===== src/rtl/dmem_arb_pkg.sv =====
// Shared types and defaults for the data-memory arbiter.
// Included by the arbiter top and its starvation-guard sub-module.
package dmem_arb_pkg;

    localparam int DMEM_ADDR_W = 12;
    localparam int DMEM_DATA_W = 32;

    typedef enum logic {
        NORMAL,
        STARVE
    } arb_mode_t;

    typedef enum logic {
        PORT_C,
        PORT_D
    } port_id_t;

endpackage


===== src/rtl/dmem_arb_starve.sv =====
// Starvation guard: counts denied display-port cycles and flips
// arbitration priority to port D once the wait limit is reached.
module dmem_arb_starve
    import dmem_arb_pkg::*;
#(
    parameter int MAX_WAIT = 8
) (
    input  logic      clock,
    input  logic      reset,
    input  logic      d_req,
    input  logic      d_gnt,
    output arb_mode_t mode
);

    localparam logic [7:0] LIM = 8'(MAX_WAIT - 1);

    logic [7:0] wait_cnt;
    arb_mode_t  mode_q;
    arb_mode_t  mode_d;
    logic       denied;
    logic       at_lim;

    assign denied = d_req & ~d_gnt;
    assign at_lim = (wait_cnt == LIM);
    assign mode   = mode_q;

    always_ff @(posedge clock or negedge reset) begin
        if (!reset) begin
            wait_cnt <= '0;
        end else if (!denied) begin
            wait_cnt <= '0;
        end else if (!at_lim) begin
            wait_cnt <= wait_cnt + 8'd1;
        end
    end

    always_ff @(posedge clock or negedge reset) begin
        if (!reset) begin
            mode_q <= NORMAL;
        end else begin
            mode_q <= mode_d;
        end
    end

    always_comb begin
        mode_d = mode_q;
        unique case (mode_q)
            NORMAL: if (denied && at_lim) mode_d = STARVE;
            STARVE: if (d_gnt) mode_d = NORMAL;
        endcase
    end

endmodule


===== src/rtl/dmem_arbiter.sv =====
// Single-port dmem arbiter: processor port C (priority) vs display
// port D, with read tagging and last-write debug capture.
module dmem_arbiter
    import dmem_arb_pkg::*;
#(
    parameter int ADDR_W   = DMEM_ADDR_W,
    parameter int DATA_W   = DMEM_DATA_W,
    parameter int MAX_WAIT = 8
) (
    input  logic              clock,
    input  logic              reset,
    input  logic              c_req,
    input  logic              d_req,
    input  logic              c_we,
    input  logic              d_we,
    input  logic [ADDR_W-1:0] c_addr,
    input  logic [ADDR_W-1:0] d_addr,
    input  logic [DATA_W-1:0] c_wdata,
    input  logic [DATA_W-1:0] d_wdata,
    output logic              c_gnt,
    output logic              d_gnt,
    output logic              c_rvalid,
    output logic              d_rvalid,
    output logic [DATA_W-1:0] rdata,
    output logic [ADDR_W-1:0] mem_addr,
    output logic [DATA_W-1:0] mem_wdata,
    output logic              mem_wren,
    input  logic [DATA_W-1:0] mem_q,
    output logic [ADDR_W-1:0] dbg_addr,
    output logic [DATA_W-1:0] dbg_data
);

    arb_mode_t mode;
    port_id_t  sel;
    logic      c_tag;
    logic      d_tag;

    dmem_arb_starve #(
        .MAX_WAIT (MAX_WAIT)
    ) u_starve (
        .clock (clock),
        .reset (reset),
        .d_req (d_req),
        .d_gnt (d_gnt),
        .mode  (mode)
    );

    // Grants are gated by reset so nothing reaches dmem while held.
    assign c_gnt = reset & c_req & ((mode == NORMAL) | ~d_req);
    assign d_gnt = reset & d_req & ((mode == STARVE) | ~c_req);

    assign sel = d_gnt ? PORT_D : PORT_C;

    always_comb begin
        mem_addr  = c_addr;
        mem_wdata = c_wdata;
        unique case (sel)
            PORT_C: begin
                mem_addr  = c_addr;
                mem_wdata = c_wdata;
            end
            PORT_D: begin
                mem_addr  = d_addr;
                mem_wdata = d_wdata;
            end
        endcase
    end

    assign mem_wren = (c_gnt & c_we) | (d_gnt & d_we);
    assign rdata    = mem_q;
    assign c_rvalid = c_tag;
    assign d_rvalid = d_tag;

    always_ff @(posedge clock or negedge reset) begin
        if (!reset) begin
            c_tag <= 1'b0;
            d_tag <= 1'b0;
        end else begin
            c_tag <= c_gnt & ~c_we;
            d_tag <= d_gnt & ~d_we;
        end
    end

    always_ff @(posedge clock or negedge reset) begin
        if (!reset) begin
            dbg_addr <= '0;
            dbg_data <= '0;
        end else if (mem_wren) begin
            dbg_addr <= mem_addr;
            dbg_data <= mem_wdata;
        end
    end

endmodule


===== config.mk =====
export PLATFORM = sky130hd
export DESIGN_NAME = dmem_arbiter
export DESIGN_NICKNAME = d
export VERILOG_FILES = /design/src/rtl/dmem_arb_pkg.sv /design/src/rtl/dmem_arb_starve.sv /design/src/rtl/dmem_arbiter.sv
export SDC_FILE = /design/constraint.sdc
export NUM_CORES = 1
export LEC_CHECK = 0
export CORE_UTILIZATION = 25
export DETAILED_ROUTE_END_ITERATION = 10
export GPL_TIMING_DRIVEN = 0
export HOLD_SLACK_MARGIN = 0.02
export PLACE_DENSITY_LB_ADDON = 0.08
export SETUP_SLACK_MARGIN = 0.15
export SLEW_MARGIN = 5
export SYNTH_ARGS = -nofsm -noshare
export SYNTH_HDL_FRONTEND = slang
export SYNTH_SLANG_ARGS = --single-unit

===== constraint.sdc =====
create_clock -name clock -period 2.22 [get_ports clock]
set_clock_uncertainty 0.1 [all_clocks]
set_input_delay 0.444 -clock clock [delete_from_list [all_inputs] [get_ports clock]]
set_output_delay 0.444 -clock clock [all_outputs]
set_load 0.03 [all_outputs]

==> results.py <==
metrics = {
    "yosys": {
        "mapped_cells": 225,
        "post_synth_main_area_contributors": "dfrtp_1 42%, mux2_4 35%, buf_4 7.8%, mux2_2 4.1%, buf_12 3.0%",
        "synth.ff_latch_count": 55,
        "synth_top_cell_area_share_pct": 41.9,
        "most_common_flop_cell_mapped_by_yosys": "dfrtp_1",
        "yosysUniqueCellTypes": 26,
        "synth_top_area_cell": "dfrtp_1",
        "sequential_element_share_of_the_synthesized_area_pct": 41.9,
        "postSynthAreaPerCell_um2": 14.6,
        "number_of_enable_flip_flop_cells_after_synthesis": 0,
        "number_of_warnings_issued_by_yosys": 0,
        "postSynthNetCount": 352,
        "synth.cell_area_um2": 3280,
        "synthArstFlopShare_pct": 100,
    },
    "finish": {
        "area_occupied_by_multi_input_gates_um2": 1570,
        "utilization_pct": 49.6,
        "area.growth.synth_to_final_pct": 92.2,
        "final_layout_size_suffix_gt1_share_pct": 45.4,
        "seqCellArea_um2": 1380,
        "count_of_antenna_diodes_in_the_layout": 0,
        "final.fill_count": 1166,
        "nets": 604,
    },
    "power_and_ir_drop": {
        "cellLeakagePower_nw": 2.85,
        "sw_pwr_mw": 1.34,
        "clockPowerShare_pct": 22.2,
        "proportion_of_power_drawn_by_combinational_gates_pct": 46.7,
        "irDropWorstVdd_v": 0.000285,
        "power.density_cell_area_nw_per_um2": 651,
        "power_switching_share_pct": 32.5,
        "intPower_mw": 2.77,
        "seq_power_share_pct": 31.1,
    },
    "critical_path": {
        "crit_path_start_kind": "flip-flop",
        "timing.critical_path.slowest_stage_cell": "dfrtp_1",
        "r2r_start": "u_starve.mode$_DFF_PN0_",
        "setup.worst_path.start": "u_starve.mode$_DFF_PN0_",
        "required_ns": 1.68,
        "worst_path_largest_cell_delay_ns": 0.39,
        "path_max_fanout": 7,
        "cp-end-kind": "output port",
        "crit_arrival_ns": 1.74,
        "crit_chain": "nand2b_4 > and2_4 > buf_12 > clkbuf_16 > mux2_4 > buf_6",
        "worst-setup-path-type": "flip-flop to output port",
    },
    "timing": {
        "fin_tns_setup_ns": -1.83,
        "fin_ws_ns": -0.0595,
        "rsz_0062_raised_after_global_routing": "true",
        "fmaxAchievable_ghz": 0.439,
        "setup-violations-final": 45,
        "slew_headroom_pct": 66.8,
        "period_share_pct": 103,
        "timing_worst_slew_pin_value_ns": 0.497,
        "count_of_final_max_slew_check_failures": 0,
        "finalHoldViolations": 0,
        "layout_min_cycle_time_ns": 2.28,
    },
    "detailed_routing": {
        "detail-route-antenna-nets": 0,
        "iteration_0_drc_count_of_the_detailed_router": 69,
        "post_drt_wl_per_cell_um": 14.1,
        "routed_via_density": 4.08,
        "wl_mm": 9.17,
        "routed-via-count": 2649,
        "firstDrtPassIters": 4,
        "detail_route.drc_violations": 0,
    },
    "placed_design": {
        "port_buffers": 218,
        "dp_hpwl_mm": 6.62,
        "gp_congestion": 0.728,
    },
    "global_routing": {
        "groute.usage.overall_pct": 12.6,
        "grt_pass1_vias": 2646,
        "global_route_wire_length_before_repair_mm": 13.0,
        "number_of_antenna_violations_at_the_first_check_in_global_routing": 0,
        "grt.overflow.total": 0,
        "grt_start_max_net_pins": 31,
    },
    "floorplan": {
        "floorplan.initialDensity_pct": 25.8,
        "core.rowCount": 41,
        "dieArea_um2": 13600,
        "die_h_um": 117,
        "design.portCount": 251,
        "core-area_um2": 12700,
        "die_w_um": 117,
    },
    "hold_path": {
        "hold_path_startpoint": "c_we",
        "holdCritPathClass": "primary input to flip-flop",
    },
    "clock_tree": {
        "cts.sink_count": 55,
        "clk-insertion-delay-late_ns": 0.29,
        "cts_made_buffers": 5,
        "clockBufferDepth": 2,
        "clk_root_buffer_cell": "clkbuf_16",
        "cts.clk_slew.worst_paths_ns": 0.07,
        "htree_num_levels": 2,
        "tritoncts": "built",
    },
    "run_status": {
        "violations": "negative setup slack",
        "status": "finished, violations left",
    },
    "run": {
        "maxCapViolations": 0,
    },
}
[sequential cells by signal (all words and copies together), names as in the netlist]
name               cells
c_rvalid               1
d_rvalid               1
dbg_addr              12
dbg_data              32
u_starve.mode          1
u_starve.wait_cnt      8
[power groups by stage]
stage	Combinational [mW]	Clock [mW]	Sequential [mW]
6_report	1.92	0.913	1.28
5_1_grt	2.00	0.994	1.30
4_1_cts	1.92	0.945	1.28
3_5_place_dp	1.83	0	1.29
3_3_place_gp	1.82	0	1.29
2_1_floorplan	0.663	0	1.65
[final cells by class]
type	count	share of cell area, %
Clock buffer	6	2.20
Multi-Input combinational cell	128	24.9
Inverter	1	0.0595
Tap cell	172	3.41
Clock inverter	2	0.555
Buffer	41	6.25
Sequential cell	55	21.8
Timing Repair Buffer	245	40.8
[worst paths after layout]
check / end / slack [ns] / depth (start not counted)
max: mem_wdata[10] / -0.06 / 6
min: c_rvalid$_DFF_PN0_ / 0.35 / 2
max reg2reg: dbg_data[14]$_DFFE_PN0P_ / 0.20 / 9
min reg2reg: dbg_addr[11]$_DFFE_PN0P_ / 0.41 / 1
max in group asynchronous: dbg_data[27]$_DFFE_PN0P_ / 1.13 / 2
min in group asynchronous: dbg_addr[11]$_DFFE_PN0P_ / 0.56 / 2
[layer usage]
| metal | vias up | part of all wire [%] | GRT usage, % |
|---|---|---|---|
| met4 | 0 | 0.70 | 3.04 |
| met5 | - | 0 | 0 |
| met3 | 4 | 8.8 | 3.43 |
| met2 | 140 | 52 | 23.2 |
| met1 | 1250 | 38 | 14.3 |
| li1 | 1255 | - | - |
[synth_stat cells (2+ instances only)]
cell type	instances
xor2_1	6
nor2b_1	2
and2_1	2
and3_1	2
mux2_4	76
buf_2	2
buf_12	5
nand3_1	4
buf_4	34
nor2_1	7
and2_4	2
nand2_1	4
dfrtp_1	55
mux2_2	12
[stage by stage]
step | instances | total power [mW] | setup slack, ns | area (um^2) | hold slack [ns]
finish | 650 | 4.11 | -0.0595 | 6310 | 0.348
global route | 650 | 4.30 | -0.106 | 6310 | 0.371
CTS | 644 | 4.15 | -0.0675 | 6220 | 0.347
detailed placement | 615 | 3.12 | -1.18 | 5680 | 0.392
global placement | 615 | 3.12 | -3.18 | 5680 | 0.391
floorplan | 225 | 2.32 | 0.300 | 3280 | 0.0484
[placed cells by master, fill, tap and decap left out]
master / n
and2_4: 2
nor2_1: 7
mux2_4: 81
bufbuf_16: 2
nor2b_1: 2
buf_12: 6
a21boi_0: 1
xor2_1: 6
buf_6: 50
nor3_1: 1
clkinv_2: 1
buf_4: 49
buf_8: 1
and3_1: 2
dlygate4sd3_1: 2
buf_16: 3
or4_1: 1
ha_1: 1
clkbuf_16: 6
dfrtp_1: 55
a32oi_2: 1
mux2i_1: 1
nand3_1: 4
nand2_1: 4
and2_1: 2
a32o_1: 1
mux2_2: 7
buf_2: 2
clkdlybuf4s50_1: 167
clkbuf_8: 1
xnor2_1: 1
bufinv_16: 1
dlygate4sd2_1: 2
o31ai_1: 1
nor3_2: 1
inv_2: 1
nand2b_4: 1
clkdlybuf4s15_2: 1
[worst max-delay path, delay by kind of cell (launching register included)]
family                 cells  cell delay (ns)
muxes                      1             0.30
and+or+nand+nor            2             0.29
buffers and inverters      3             0.45
DFF                        1             0.39
[kinds of logic after synthesis]
family	Yosys count	synth area share, %
adders and majority gates	1	0.381
DFF	55	41.9
AOI/OAI and AO/OA	4	1.03
buffers and inverters	42	11.2
xor gates and xnor gates	7	1.87
and+or+nand+nor	27	4.42
muxes	89	39.2
[timing repair]
| action | CTS | global route |
|---|---|---|
| endpoints found under the hold margin | 51 | 0 |
| resized for setup | 346 | 9 |
| hold buffers | 2 | 0 |
| pin swaps | 2 | 2 |
| buffers inserted | 15 | 5 |
| gates cloned | 4 | 1 |
| endpoints found under the setup margin | 91 | 60 |
Note: power is estimated with default switching activity, not from simulation.
